==> src/rtl/link_pkg.sv <==
// link_pkg: shared types and defaults for the inter-board link receiver.
package link_pkg;
  typedef enum logic [1:0] {IDLE, ARM, WAIT_LOW} link_rx_state_t;
  localparam int POWER_W = 5;
  localparam int SYNC_STAGES_DEF = 2;
  localparam int STABLE_CYCLES_DEF = 4;
  localparam int TIMEOUT_CYCLES_DEF = 6_000_000;
endpackage

==> src/rtl/link_rx_if.sv <==
// link_rx_if: raw peer pins, filtered outputs and error clear of the link receiver.
interface link_rx_if;
  import link_pkg::*;
  logic [POWER_W-1:0] in_power;
  logic in_throw_flag;
  logic in_player1_ready;
  logic in_player2_ready;
  logic err_clr;
  logic player1_ready;
  logic player2_ready;
  logic throw_valid;
  logic [POWER_W-1:0] throw_power;
  logic link_busy;
  logic link_err;
  modport slave (
    input  in_power, in_throw_flag, in_player1_ready, in_player2_ready, err_clr,
    output player1_ready, player2_ready, throw_valid, throw_power, link_busy, link_err
  );
  modport master (
    output in_power, in_throw_flag, in_player1_ready, in_player2_ready, err_clr,
    input  player1_ready, player2_ready, throw_valid, throw_power, link_busy, link_err
  );
endinterface

==> src/rtl/link_sync.sv <==
// link_sync: N-stage synchroniser with an optional stability filter; all registers reset to 0.
module link_sync
  import link_pkg::*;
#(
  parameter int W = 1,
  parameter int SYNC_STAGES = SYNC_STAGES_DEF,
  parameter int STABLE_CYCLES = STABLE_CYCLES_DEF,
  parameter logic FILTER_EN = 1'b1
) (
  input  logic clk,
  input  logic rst_n,
  input  logic [W-1:0] d_i,
  output logic [W-1:0] q_o
);
  logic [SYNC_STAGES-1:0][W-1:0] sync_q;
  always_ff @(posedge clk or negedge rst_n)
    if (!rst_n) sync_q <= '0;
    else sync_q <= {sync_q[SYNC_STAGES-2:0], d_i};
  if (FILTER_EN) begin : g_filt
    localparam int CW = $clog2(STABLE_CYCLES + 1);
    logic [W-1:0] s, out_q, out_d, cand_q;
    logic [CW-1:0] cnt_q, cnt_d, run;
    // run counts consecutive identical samples that differ from the current output
    always_comb begin
      s = sync_q[SYNC_STAGES-1];
      run = (s == out_q) ? '0 : (s == cand_q && cnt_q != '0) ? cnt_q + 1'b1 : CW'(1);
      out_d = (run == CW'(STABLE_CYCLES)) ? s : out_q;
      cnt_d = (run == CW'(STABLE_CYCLES)) ? '0 : run;
    end
    always_ff @(posedge clk or negedge rst_n)
      if (!rst_n) begin
        out_q <= '0;
        cand_q <= '0;
        cnt_q <= '0;
      end else begin
        out_q <= out_d;
        cand_q <= s;
        cnt_q <= cnt_d;
      end
    assign q_o = out_q;
  end else begin : g_raw
    assign q_o = sync_q[SYNC_STAGES-1];
  end
endmodule

==> src/rtl/link_rx.sv <==
// link_rx: synchronises and filters peer link pins, validates throws with a stability handshake.
// Optional watchdog on stuck throws is built when LINK_RX_WATCHDOG_EN is defined.
module link_rx
  import link_pkg::*;
#(
  parameter int SYNC_STAGES = SYNC_STAGES_DEF,
  parameter int STABLE_CYCLES = STABLE_CYCLES_DEF,
  parameter int TIMEOUT_CYCLES = TIMEOUT_CYCLES_DEF
) (
  input logic clk,
  input logic rst_n,
  link_rx_if.slave bus
);
  localparam int CW = $clog2(STABLE_CYCLES + 1);
  logic [POWER_W:0] fp_s;
  logic flag_s, same, err_set;
  logic [POWER_W-1:0] pow_s, prev_q, pow_q, pow_d;
  logic [CW-1:0] cnt_q, cnt_d;
  logic valid_q, valid_d, err_q, err_d, busy_q, busy_d;
  link_rx_state_t state_q, state_d;
  link_sync #(.W(POWER_W + 1), .SYNC_STAGES(SYNC_STAGES), .STABLE_CYCLES(STABLE_CYCLES), .FILTER_EN(1'b0)) u_fp_sync (
    .clk(clk), .rst_n(rst_n), .d_i({bus.in_throw_flag, bus.in_power}), .q_o(fp_s)
  );
  link_sync #(.W(1), .SYNC_STAGES(SYNC_STAGES), .STABLE_CYCLES(STABLE_CYCLES), .FILTER_EN(1'b1)) u_p1_sync (
    .clk(clk), .rst_n(rst_n), .d_i(bus.in_player1_ready), .q_o(bus.player1_ready)
  );
  link_sync #(.W(1), .SYNC_STAGES(SYNC_STAGES), .STABLE_CYCLES(STABLE_CYCLES), .FILTER_EN(1'b1)) u_p2_sync (
    .clk(clk), .rst_n(rst_n), .d_i(bus.in_player2_ready), .q_o(bus.player2_ready)
  );
  assign flag_s = fp_s[POWER_W];
  assign pow_s = fp_s[POWER_W-1:0];
  assign same = pow_s == prev_q;
`ifdef LINK_RX_WATCHDOG_EN
  localparam int WW = $clog2(TIMEOUT_CYCLES + 1);
  logic [WW-1:0] wd_q, wd_d;
  always_ff @(posedge clk or negedge rst_n)
    if (!rst_n) wd_q <= '0;
    else wd_q <= wd_d;
`endif
  always_comb begin
    state_d = state_q;
    cnt_d = '0;
    valid_d = 1'b0;
    pow_d = pow_q;
    err_set = 1'b0;
    case (state_q)
      IDLE: state_d = flag_s ? ARM : IDLE;
      ARM: begin
        if (!flag_s) begin
          err_set = 1'b1;
          state_d = IDLE;
        end else if (same && cnt_q == CW'(STABLE_CYCLES - 1)) begin
          valid_d = 1'b1;
          pow_d = pow_s;
          state_d = WAIT_LOW;
        end else cnt_d = same ? cnt_q + 1'b1 : '0;
      end
      WAIT_LOW: state_d = flag_s ? WAIT_LOW : IDLE;
      default: state_d = IDLE;
    endcase
`ifdef LINK_RX_WATCHDOG_EN
    wd_d = (state_q == IDLE) ? '0 : wd_q + 1'b1;
    if (state_q != IDLE && wd_q == WW'(TIMEOUT_CYCLES - 1)) begin
      err_set = 1'b1;
      state_d = WAIT_LOW;
      valid_d = 1'b0;
      pow_d = pow_q;
      cnt_d = '0;
      wd_d = '0;
    end
`endif
    err_d = err_set | (err_q & ~bus.err_clr);
    busy_d = state_d != IDLE;
  end
  always_ff @(posedge clk or negedge rst_n)
    if (!rst_n) begin
      state_q <= IDLE;
      cnt_q <= '0;
      prev_q <= '0;
      pow_q <= '0;
      valid_q <= 1'b0;
      err_q <= 1'b0;
      busy_q <= 1'b0;
    end else begin
      state_q <= state_d;
      cnt_q <= cnt_d;
      prev_q <= pow_s;
      pow_q <= pow_d;
      valid_q <= valid_d;
      err_q <= err_d;
      busy_q <= busy_d;
    end
  assign bus.throw_valid = valid_q;
  assign bus.throw_power = pow_q;
  assign bus.link_err = err_q;
  assign bus.link_busy = busy_q;
endmodule

==> src/flat_wrapper.sv <==
// flat-port wrapper written by rule: the top's interface ports become plain ports
module link_rx_flat import link_pkg::*;
#(
  parameter int SYNC_STAGES = SYNC_STAGES_DEF,
  parameter int STABLE_CYCLES = STABLE_CYCLES_DEF,
  parameter int TIMEOUT_CYCLES = TIMEOUT_CYCLES_DEF
)
  (clk, rst_n, bus_in_power, bus_in_throw_flag, bus_in_player1_ready, bus_in_player2_ready, bus_err_clr, bus_player1_ready, bus_player2_ready, bus_throw_valid, bus_throw_power, bus_link_busy, bus_link_err);
  link_rx_if bus_i ();
  input logic clk;
  input logic rst_n;
  input wire logic [$bits(bus_i.in_power)-1:0] bus_in_power;
  input wire logic [$bits(bus_i.in_throw_flag)-1:0] bus_in_throw_flag;
  input wire logic [$bits(bus_i.in_player1_ready)-1:0] bus_in_player1_ready;
  input wire logic [$bits(bus_i.in_player2_ready)-1:0] bus_in_player2_ready;
  input wire logic [$bits(bus_i.err_clr)-1:0] bus_err_clr;
  output wire logic [$bits(bus_i.player1_ready)-1:0] bus_player1_ready;
  output wire logic [$bits(bus_i.player2_ready)-1:0] bus_player2_ready;
  output wire logic [$bits(bus_i.throw_valid)-1:0] bus_throw_valid;
  output wire logic [$bits(bus_i.throw_power)-1:0] bus_throw_power;
  output wire logic [$bits(bus_i.link_busy)-1:0] bus_link_busy;
  output wire logic [$bits(bus_i.link_err)-1:0] bus_link_err;
  assign bus_i.in_power = bus_in_power;
  assign bus_i.in_throw_flag = bus_in_throw_flag;
  assign bus_i.in_player1_ready = bus_in_player1_ready;
  assign bus_i.in_player2_ready = bus_in_player2_ready;
  assign bus_i.err_clr = bus_err_clr;
  assign bus_player1_ready = bus_i.player1_ready;
  assign bus_player2_ready = bus_i.player2_ready;
  assign bus_throw_valid = bus_i.throw_valid;
  assign bus_throw_power = bus_i.throw_power;
  assign bus_link_busy = bus_i.link_busy;
  assign bus_link_err = bus_i.link_err;
  link_rx #(.SYNC_STAGES(SYNC_STAGES), .STABLE_CYCLES(STABLE_CYCLES), .TIMEOUT_CYCLES(TIMEOUT_CYCLES)) u_core (.clk(clk), .rst_n(rst_n), .bus(bus_i));
endmodule
==> config.mk <==
export PLATFORM = sky130hd
export DESIGN_NAME = link_rx_flat
export DESIGN_NICKNAME = d
export VERILOG_FILES = /design/src/rtl/link_pkg.sv /design/src/rtl/link_rx_if.sv /design/src/rtl/link_sync.sv /design/src/rtl/link_rx.sv /design/src/flat_wrapper.sv
export SDC_FILE = /design/constraint.sdc
export NUM_CORES = 1
export LEC_CHECK = 0
export BUFFER_PORTS_ARGS = -buffer_cell sky130_fd_sc_hd__buf_2
export CAP_MARGIN = 0
export CORE_AREA = 2 2 66 93
export DETAILED_ROUTE_END_ITERATION = 8
export DIE_AREA = 0 0 68 95
export SYNTH_ARGS = -nofsm -noshare
export SYNTH_HDL_FRONTEND = slang
export SYNTH_SLANG_ARGS = --single-unit
==> constraint.sdc <==
create_clock -name clk -period 2.55 [get_ports clk]
set_input_delay 0.51 -clock clk [delete_from_list [all_inputs] [get_ports clk]]
set_output_delay 0.51 -clock clk [all_outputs]
set_load 0.1 [all_outputs]
==> impl_metrics.py, run 1 <==
metrics = {
    "timing": {
        "rsz0062_at_grt": "no",
        "fmax_mhz": 575,
        "min_period_ns": 1.74,
        "setup-tns-final_ns": 0,
        "fin_skew_ns": 0.00241,
        "worst_slew_pin_slew_ns": 0.488,
        "min_period_over_period_pct": 68.2,
        "setup_violations": 0,
        "drv_slew": 0,
        "hold_viol_final": 0,
        "maxSlewHeadroom_pct": 67.7,
    },
    "clock_network": {
        "cts.repair.resized": 0,
        "clock-sinks": 44,
        "cts_tree": "yes",
        "hold_buffers": 0,
        "cts-root-buf": "clkbuf_8",
        "htreeDepth": 2,
        "cts_setup_buffers": 0,
        "cts.clk_slew.worst_paths_ns": 0.07,
        "cts_max_path_buffers": 2,
        "cts_buffers": 5,
        "clk-insertion-delay-late_ns": 0.28,
    },
    "setup_path": {
        "crit_chain": "buf_2",
        "crit_slowest_cell": "buf_2",
        "crit_arrival_ns": 1.23,
        "cp-start-kind": "flip-flop",
        "path_class": "reg -> out",
        "slowest_delay_ns": 0.48,
        "cp-end-kind": "output pin",
        "timing.critical_path.buf_inv": 1,
        "critPathTopFamily": "buffers and inverters",
        "required_ns": 2.04,
        "cp_max_fo": 7,
    },
    "status": {
        "status": "complete, no violations",
    },
    "logic_synthesis": {
        "ys_seq_area_share_pct": 67.3,
        "avgSynthCellArea_um2": 13.4,
        "synth.largest_area_cell": "dfrtp_1",
        "async_reset_ff_share_pct": 100,
        "synth_cell_types": 28,
        "synth_nets": 139,
        "synth_warnings": 0,
        "syn_inst": 122,
        "ys_ff_latch": 44,
        "synth_edf_count": 0,
        "ys_top_cells_by_area": "dfrtp_1, ha_1, mux2_2, xor2_1, nor2_1",
        "synth_flop_cell": "dfrtp_1",
        "netlist_top_cells_count": "dfrtp_1, nor2_1, o21ai_0",
        "yosysMostFrequentCell": "dfrtp_1",
        "synth.top_cell.area_share_pct": 67.3,
        "synth_area_mm2": 0.00164,
    },
    "power": {
        "power_mw": 1.22,
        "powerDensity_mw_per_mm2": 637,
        "peakVddDrop_mv": 0.511,
        "p_leak_nw": 0.925,
    },
    "place": {
        "globalplace.congestion": 0.727,
        "hpwlAfterDp_um": 1680,
        "dpl_cell_area_mm2": 0.00183,
        "io_buffers": 20,
    },
    "layout": {
        "stdcell_area_mm2": 0.00191,
        "nNetsFinal": 167,
        "syn2layout_area_growth_pct": 16.7,
        "nFillCells": 573,
        "drive_above_1_share_pct": 23.3,
        "multi_input_area_um2": 513,
        "diodes": 0,
        "seq_area_mm2": 0.00110,
    },
    "global_routing": {
        "grt_pass1_wl_um": 3950,
        "grt_use_total_pct": 8.46,
        "antenna_found_initial": 0,
        "grt_overflow_total": 0,
        "grt_max_degree": 29,
        "grt_pass1_vias": 936,
    },
    "route": {
        "final_antenna_net_count": 0,
        "drcViolationCount": 0,
        "wirelength_um": 2320,
        "firstDrtPassIters": 3,
        "num_vias": 964,
        "wire_per_inst_um": 10.5,
        "drt_iter0_drc": 19,
        "via_per_inst": 4.38,
    },
    "floorplan": {
        "num_rows": 33,
        "die_y_um": 95,
        "io_pins": 21,
        "die_area_mm2": 0.00646,
        "die_x_um": 68,
        "start_util_pct": 28.7,
        "core-area_mm2": 0.00570,
    },
    "job": {
        "cap_violations": 0,
    },
    "min_path": {
        "min_path_type": "in -> async",
    },
}
[cells by family (layout without fill, tap and decap cells)]
family / count (synthesis) / after routing / synth area share (%)
DFF: 44 / 44 / 67.3
and+or+nand+nor: 37 / 37 / 12.8
AOI/OAI and AO/OA: 14 / 14 / 5.05
xor gates and xnor gates: 9 / 9 / 4.82
adders and majority gates: 6 / 6 / 4.59
muxes: 6 / 6 / 4.05
buffers and inverters: 6 / 34 / 1.38
[cells in the final DEF, fill, tap and decap left out]
master    synthesis  final
nand2_1           6      6
and2_1            1      1
buf_4             0      1
mux2i_1           1      1
nor3b_1           1      1
and3_1            3      3
nand4_1           1      1
nor4_1            1      1
nor2_1           10     10
clkinv_2          0      1
nand3_1           1      1
inv_1             6      6
nor2b_1           3      3
clkbuf_1          0      1
nand4_4           1      1
a21oi_1           1      1
buf_2             0     20
a21boi_0          1      1
or2b_1            1      1
or3_1             1      1
o211ai_1          1      1
o22ai_1           1      1
mux2_2            5      5
nand2b_1          5      5
o21ai_0           7      7
and3_2            2      2
clkbuf_8          0      5
xor2_1            5      5
o22a_1            1      1
a31oi_1           2      2
dfrtp_1          44     44
xnor2_1           4      4
ha_1              6      6
[power breakdown]
part | switching (mW) | internal [mW] | total, mW
logic | 0.0562 | 0.0281 | 0.0843
clock network | 0.205 | 0.186 | 0.391
registers | 0.0177 | 0.723 | 0.740
[worst paths after layout]
kind / from / endpoint / slack, ns / cells past startpoint
setup / recovery: u_core.u_p2_sync.q_o / bus_player2_ready / 0.81 / 1
hold / removal: rst_n / u_core.u_fp_sync.sync_q[3] / 0.12 / 1
setup reg to reg: u_core.cnt_q[0] / u_core.bus.throw_power[1] / 0.97 / 5
hold reg to reg: u_core.u_p2_sync.sync_q[0] / u_core.u_p2_sync.g_filt.s / 0.35 / 0
max in group asynchronous: rst_n / u_core.u_p2_sync.g_filt.cand_q / 1.76 / 2
min in group clk: bus_in_power[4] / u_core.u_fp_sync.sync_q[4] / 0.33 / 1
[layer usage]
metal	track usage, %	part of all wire (%)	up-vias	routed length, um
li1	-	-	467	-
met1	9.76	45	476	1030
met2	13.1	47	17	1100
met3	3.22	5.3	4	124
met4	5.00	2.7	0	63
met5	0	0	-	0
[final cells by class]
type,instances,share of cell area [%]
multi-input combinational,72,26.9
timing repair buffer,21,5.64
sequential,44,57.7
clock inverter,1,0.262
tap,70,4.59
inverter,6,1.18
clock buffer,6,3.80
[sequential cells by signal, summed over array words and instances (netlist names)]
| register | cells |
|---|---|
| u_core.u_p2_sync.g_filt.cand_q | 1 |
| u_core.u_p1_sync.g_filt.cand_q | 1 |
| u_core.prev_q | 5 |
| u_core.u_p1_sync.g_filt.s | 1 |
| u_core.cnt_q | 3 |
| u_core.u_fp_sync.q_o | 6 |
| u_core.u_p2_sync.g_filt.s | 1 |
| u_core.u_p2_sync.q_o | 1 |
| u_core.u_p2_sync.g_filt.cnt_q | 3 |
| u_core.bus.link_busy | 1 |
| u_core.u_p1_sync.q_o | 1 |
| u_core.u_p1_sync.sync_q | 1 |
| u_core.u_p2_sync.sync_q | 1 |
| u_core.u_fp_sync.sync_q | 6 |
| u_core.u_p1_sync.g_filt.cnt_q | 3 |
| u_core.bus.throw_power | 5 |
| u_core.state_q | 2 |
| u_core.bus.throw_valid | 1 |
| u_core.bus.link_err | 1 |
[metrics by stage]
step,cells,utilization (%),worst slack [ns],hold WS (ns)
floorplan,122,-,0.968,0.214
global placement,213,32.1,0.991,0.332
detailed placement,213,32.1,0.976,0.335
CTS,220,33.5,0.796,0.130
global route,220,33.5,0.765,0.151
finish,220,33.5,0.810,0.124
Note: power is estimated with default switching activity, not from simulation.
==> inputs of run 2 (changes only) <==
==> constraint.sdc (replaced) <==
create_clock -name clk -period 1.74 [get_ports clk]
set_input_delay 0.348 -clock clk [delete_from_list [all_inputs] [get_ports clk]]
set_output_delay 0.348 -clock clk [all_outputs]
set_load 0.1 [all_outputs]
==> impl_metrics.py, run 2 (synthesis results as in run 1) <==
metrics = {
    "timing": {
        "fin_ws_ns": 0.156,
        "min_period_ns": 1.58,
        "fmax_mhz": 631,
        "rsz0062_at_grt": "no",
        "fin_skew_ns": 0.00459,
        "setup_violations": 0,
        "hold_viol_final": 0,
        "worst_slew_pin_slew_ns": 0.501,
        "setup-tns-final_ns": 0,
        "min_period_over_period_pct": 91.0,
        "maxSlewHeadroom_pct": 66.6,
        "drv_slew": 0,
    },
    "place": {
        "io_buffers": 20,
        "hpwlAfterDp_um": 1730,
        "globalplace.congestion": 0.723,
        "dp_slack_ns": 0.167,
    },
    "route": {
        "via_per_inst": 4.31,
        "num_vias": 956,
        "wirelength_um": 2360,
        "drt_iter0_drc": 20,
        "drcViolationCount": 0,
        "firstDrtPassIters": 4,
        "wire_per_inst_um": 10.6,
        "final_antenna_net_count": 0,
    },
    "setup_path": {
        "critPathTopFamily": "buffers and inverters",
        "path_class": "reg -> out",
        "cp-start-kind": "flip-flop",
        "crit_slowest_cell": "buf_2",
        "reg2reg_slack_ns": 0.17,
        "crit_end": "bus_player2_ready",
        "rr_worst_depth": 5,
        "cp-end-kind": "output pin",
        "slowest_delay_ns": 0.48,
        "required_ns": 1.39,
        "crit_arrival_ns": 1.24,
        "crit_start": "u_core.u_p2_sync.q_o",
        "reg2reg_from": "u_core.cnt_q[0]",
        "path_depth": 1,
        "timing.critical_path.buf_inv": 1,
        "crit_chain": "buf_2",
        "r2r_end": "u_core.bus.throw_power[1]",
        "cp_max_fo": 7,
    },
    "floorplan": {
        "die_x_um": 68,
        "io_pins": 21,
        "num_rows": 33,
        "start_util_pct": 28.7,
        "die_area_mm2": 0.00646,
        "die_y_um": 95,
        "core-area_mm2": 0.00570,
    },
    "power": {
        "p_switching_uw": 439,
        "peakVddDrop_mv": 0.644,
        "p_int_mw": 1.38,
        "p_sw_share_pct": 24.1,
        "powerDensity_mw_per_mm2": 945,
        "clockPowerShare_pct": 33.5,
        "power_mw": 1.82,
        "pwr-share-seq_pct": 59.6,
        "p_leak_nw": 0.937,
        "comb_power_share_pct": 6.9,
    },
    "layout": {
        "final_cell_mix": "dfrtp_1, buf_2, nor2_1",
        "nFillCells": 581,
        "nNetsFinal": 168,
        "drive_above_1_share_pct": 25.0,
        "final_common_cell": "dfrtp_1",
        "diodes": 0,
        "syn2layout_area_growth_pct": 17.7,
        "fin_util_pct": 33.8,
    },
    "clock_network": {
        "htreeDepth": 2,
        "cts_max_path_buffers": 2,
        "cts_setup_buffers": 0,
        "cts_tree": "yes",
        "cts.clk_slew.worst_paths_ns": 0.08,
        "cts.repair.resized": 0,
        "hold_buffers": 0,
        "cts_buffers": 5,
        "clk-insertion-delay-late_ns": 0.29,
        "clock-sinks": 44,
        "cts-root-buf": "clkbuf_8",
    },
    "global_routing": {
        "grt_max_degree": 24,
        "antenna_found_initial": 0,
        "grt_pass1_vias": 1009,
        "grt_overflow_total": 0,
        "grt_pass1_wl_um": 4360,
        "grt_use_total_pct": 9.06,
    },
    "min_path": {
        "min_path_type": "in -> async",
    },
    "status": {
        "status": "complete, no violations",
    },
    "job": {
        "cap_violations": 0,
    },
}
-- run 2: power groups by stage --
stage | sequential (mW) | combinational [mW] | clock, mW
2_1_floorplan | 1.12 | 0.0555 | 0
3_3_place_gp | 1.10 | 0.127 | 0
3_5_place_dp | 1.11 | 0.129 | 0
4_1_cts | 1.09 | 0.129 | 0.644
5_1_grt | 1.09 | 0.145 | 0.687
6_report | 1.08 | 0.125 | 0.610
-- run 2: area by class of cell --
| cell class | count | area [um2] | share of cell area [%] |
|---|---|---|---|
| multi-input combinational | 72 | 513 | 26.6 |
| timing repair buffer | 22 | 115 | 5.97 |
| tap | 70 | 87.6 | 4.55 |
| clock inverter | 3 | 18.8 | 0.974 |
| sequential | 44 | 1100 | 57.1 |
| inverter | 6 | 22.5 | 1.17 |
| clock buffer | 5 | 68.8 | 3.57 |
-- run 2: per-layer routing --
| layer | share of wire [%] | vias to the layer above | track usage [%] |
|---|---|---|---|
| met3 | 4.2 | 6 | 3.22 |
| li1 | - | 465 | - |
| met1 | 45 | 468 | 11.2 |
| met4 | 1.9 | 0 | 5.00 |
| met5 | 0 | - | 0 |
| met2 | 49 | 17 | 13.6 |
-- run 2: worst min-delay path by stage --
stage,end,from,slack (ns)
5_1_grt,u_core.bus.throw_power[0],rst_n,0.05
2_1_floorplan,u_core.bus.link_busy,rst_n,0.05
3_5_place_dp,u_core.u_fp_sync.q_o[1],u_core.u_fp_sync.sync_q[1],0.33
6_report,u_core.u_fp_sync.sync_q[0],rst_n,0.01
3_3_place_gp,u_core.u_fp_sync.q_o[4],u_core.u_fp_sync.sync_q[4],0.33
4_1_cts,u_core.bus.throw_power[0],rst_n,0.02
-- run 2: through the flow --
step | std cells | hold WS [ns] | instance area (um2)
global route | 222 | 0.0526 | 1930
finish | 222 | 0.0127 | 1930
detailed placement | 214 | 0.335 | 1840
floorplan | 122 | 0.0524 | 1640
global placement | 214 | 0.333 | 1840
CTS | 222 | 0.0220 | 1930
-- run 2: worst register-to-register path: cells and delay by family (launching register included) --
kind          cells  cell delay [ns]
fa+ha+maj         2             0.41
flops             1             0.39
mux               1             0.34
simple gates      2             0.33
==> inputs of run 3 (changes only) <==
--- a/config.mk
+++ b/config.mk
@@ -7,9 +7,10 @@
 export LEC_CHECK = 0
 export BUFFER_PORTS_ARGS = -buffer_cell sky130_fd_sc_hd__buf_2
 export CAP_MARGIN = 0
-export CORE_AREA = 2 2 66 93
+export CORE_AREA = 2 2 67 95
 export DETAILED_ROUTE_END_ITERATION = 8
-export DIE_AREA = 0 0 68 95
+export DIE_AREA = 0 0 69 97
 export SYNTH_ARGS = -nofsm -noshare
 export SYNTH_HDL_FRONTEND = slang
+export SYNTH_HIERARCHICAL = 1
 export SYNTH_SLANG_ARGS = --single-unit
==> impl_metrics.py, run 3 <==
metrics = {
    "route": {
        "wire_per_inst_um": 10.6,
        "drcViolationCount": 0,
        "via_per_inst": 4.25,
        "drt_iter0_drc": 19,
        "firstDrtPassIters": 4,
        "final_antenna_net_count": 0,
        "wirelength_um": 2320,
        "num_vias": 926,
    },
    "timing": {
        "min_period_ns": 1.64,
        "worst_slew_pin_slew_ns": 0.537,
        "hold_viol_final": 0,
        "drv_slew": 0,
        "min_period_over_period_pct": 94.2,
        "maxSlewHeadroom_pct": 64.2,
        "fmax_mhz": 610,
        "fin_skew_ns": 0.00346,
        "hold_ws_ns": 0.118,
        "setup-tns-final_ns": 0,
        "setup_violations": 0,
        "rsz0062_at_grt": "no",
    },
    "place": {
        "dpl_cell_area_mm2": 0.00186,
        "io_buffers": 20,
        "globalplace.congestion": 0.702,
        "hpwlAfterDp_um": 1650,
    },
    "layout": {
        "syn2layout_area_growth_pct": 15.6,
        "stdcell_area_mm2": 0.00196,
        "final_cell_mix": "dfrtp_1, buf_2, inv_1, nor2_1, o21ai_0",
        "final_common_cell": "dfrtp_1",
        "diodes": 0,
        "drive_above_1_share_pct": 29.1,
        "nNetsFinal": 166,
        "nFillCells": 595,
    },
    "clock_network": {
        "clock-sinks": 44,
        "cts-root-buf": "clkbuf_8",
        "cts_buffers": 5,
        "cts_setup_buffers": 0,
        "cts_max_path_buffers": 2,
        "cts.clk_slew.worst_paths_ns": 0.07,
        "htreeDepth": 2,
        "cts_tree": "yes",
        "clk-insertion-delay-late_ns": 0.28,
    },
    "logic_synthesis": {
        "ys_top_cells_by_area": "dfrtp_1, ha_1, mux2_4, xnor2_1, buf_4",
        "synth_nets": 142,
        "avgSynthCellArea_um2": 13.6,
        "synth_flop_cell": "dfrtp_1",
        "synth_cell_types": 29,
        "netlist_top_cells_count": "dfrtp_1, inv_1, nor2_1",
        "synth_area_mm2": 0.00170,
        "syn_inst": 125,
        "ys_ff_latch": 44,
        "synth.largest_area_cell": "dfrtp_1",
        "ys_seq_area_share_pct": 64.8,
        "synth.top_cell.area_share_pct": 64.8,
        "yosysMostFrequentCell": "dfrtp_1",
        "synth_edf_count": 0,
        "async_reset_ff_share_pct": 100,
        "synth_warnings": 6,
    },
    "global_routing": {
        "grt_pass1_vias": 911,
        "grt_use_total_pct": 7.88,
        "antenna_found_initial": 0,
        "grt_pass1_wl_um": 4150,
        "grt_max_degree": 45,
        "grt_overflow_total": 0,
    },
    "job": {
        "cap_violations": 0,
    },
    "floorplan": {
        "io_pins": 21,
        "start_util_pct": 29.4,
        "num_rows": 33,
        "die_x_um": 69,
        "core-area_mm2": 0.00578,
        "die_area_mm2": 0.00669,
        "die_y_um": 97,
    },
    "setup_path": {
        "crit_arrival_ns": 1.82,
        "cp-end-kind": "flip-flop",
        "cp_max_fo": 5,
        "required_ns": 1.92,
        "cp-start-kind": "flip-flop",
        "path_class": "reg -> reg",
    },
    "min_path": {
        "min_path_type": "in -> async",
    },
    "power": {
        "powerDensity_mw_per_mm2": 1030,
        "p_leak_nw": 0.941,
        "peakVddDrop_mv": 0.602,
        "power_mw": 2.02,
    },
    "status": {
        "status": "complete, no violations",
    },
}
## run 3: cell types whose count changed after synthesis, sizes merged, moves of 3 or more
cell / delta
buf: +7
nor3: +5
xor2: -4
inv: +3
and3: -5
nand2b: -3
## run 3: worst paths after layout
kind                                         endpoint  cells after the start                       start  slack (ns)
min in group clk           u_core/u_fp_sync/sync_q[2]                      1             bus_in_power[2]        0.16
max reg2reg                 u_core/bus.throw_power[0]                      5             u_core/cnt_q[0]        0.10
max in group asynchronous  u_core/u_p2_sync/sync_q[0]                      2                       rst_n        1.25
min reg2reg                 u_core/u_p2_sync/g_filt.s                      0  u_core/u_p2_sync/sync_q[0]        0.35
min                              u_core/u_p1_sync/q_o                      2                       rst_n        0.12
max                         u_core/bus.throw_power[0]                      5             u_core/cnt_q[0]        0.10
## run 3: worst max-delay path, stage by stage (launching register included)
cell and delay [ns]:
dfrtp_1 0.35, ha_1 0.15, ha_1 0.15, nand4b_1 0.12, or3_4 0.46, mux2_4 0.31
## run 3: cell families after synthesis
kind of cell | share of synthesized area [%]
compound gates | 4.27
flops | 64.8
buf+inv | 5.31
fa+ha+maj | 4.42
mux | 6.04
simple gates | 11.5
xor+xnor | 3.61
## run 3: area by class of cell
cell class	count	area, um2	area share [%]
inverters	9	33.8	1.72
flip-flops and latches	44	1100	56.1
clock inverters	1	30.0	1.53
multi-input cells	65	512	26.1
clock buffers	5	68.8	3.51
well taps	70	87.6	4.46
repair buffers	24	130	6.63
## run 3: per-layer routing
metal | vias up | part of all wire, % | routed length [um] | track usage [%]
met3 | 6 | 4.7 | 109 | 2.50
li1 | 459 | - | - | -
met4 | 0 | 3.2 | 74 | 4.98
met2 | 24 | 46 | 1080 | 11.5
met5 | - | 0 | 0 | 0
met1 | 437 | 46 | 1060 | 10.0
## run 3: repair_timing
action	in CTS	in global routing
endpoints found under the setup margin	0	4
gates resized for setup	0	1
hold buffers	0	0
## run 3: power breakdown
group | internal [mW] | switching (mW)
clock network | 0.412 | 0.301
registers | 1.07 | 0.0320
logic | 0.0639 | 0.138
total | 1.54 | 0.470
## run 3: metrics by stage
| stage | utilization (%) | setup slack, ns | cells |
|---|---|---|---|
| floorplan | - | 0.0406 | 125 |
| global placement | 32.2 | 0.0630 | 212 |
| detailed placement | 32.2 | 0.0217 | 212 |
| CTS | 33.9 | 0.00592 | 218 |
| global route | 34.0 | 0.00759 | 218 |
| finish | 34.0 | 0.100 | 218 |
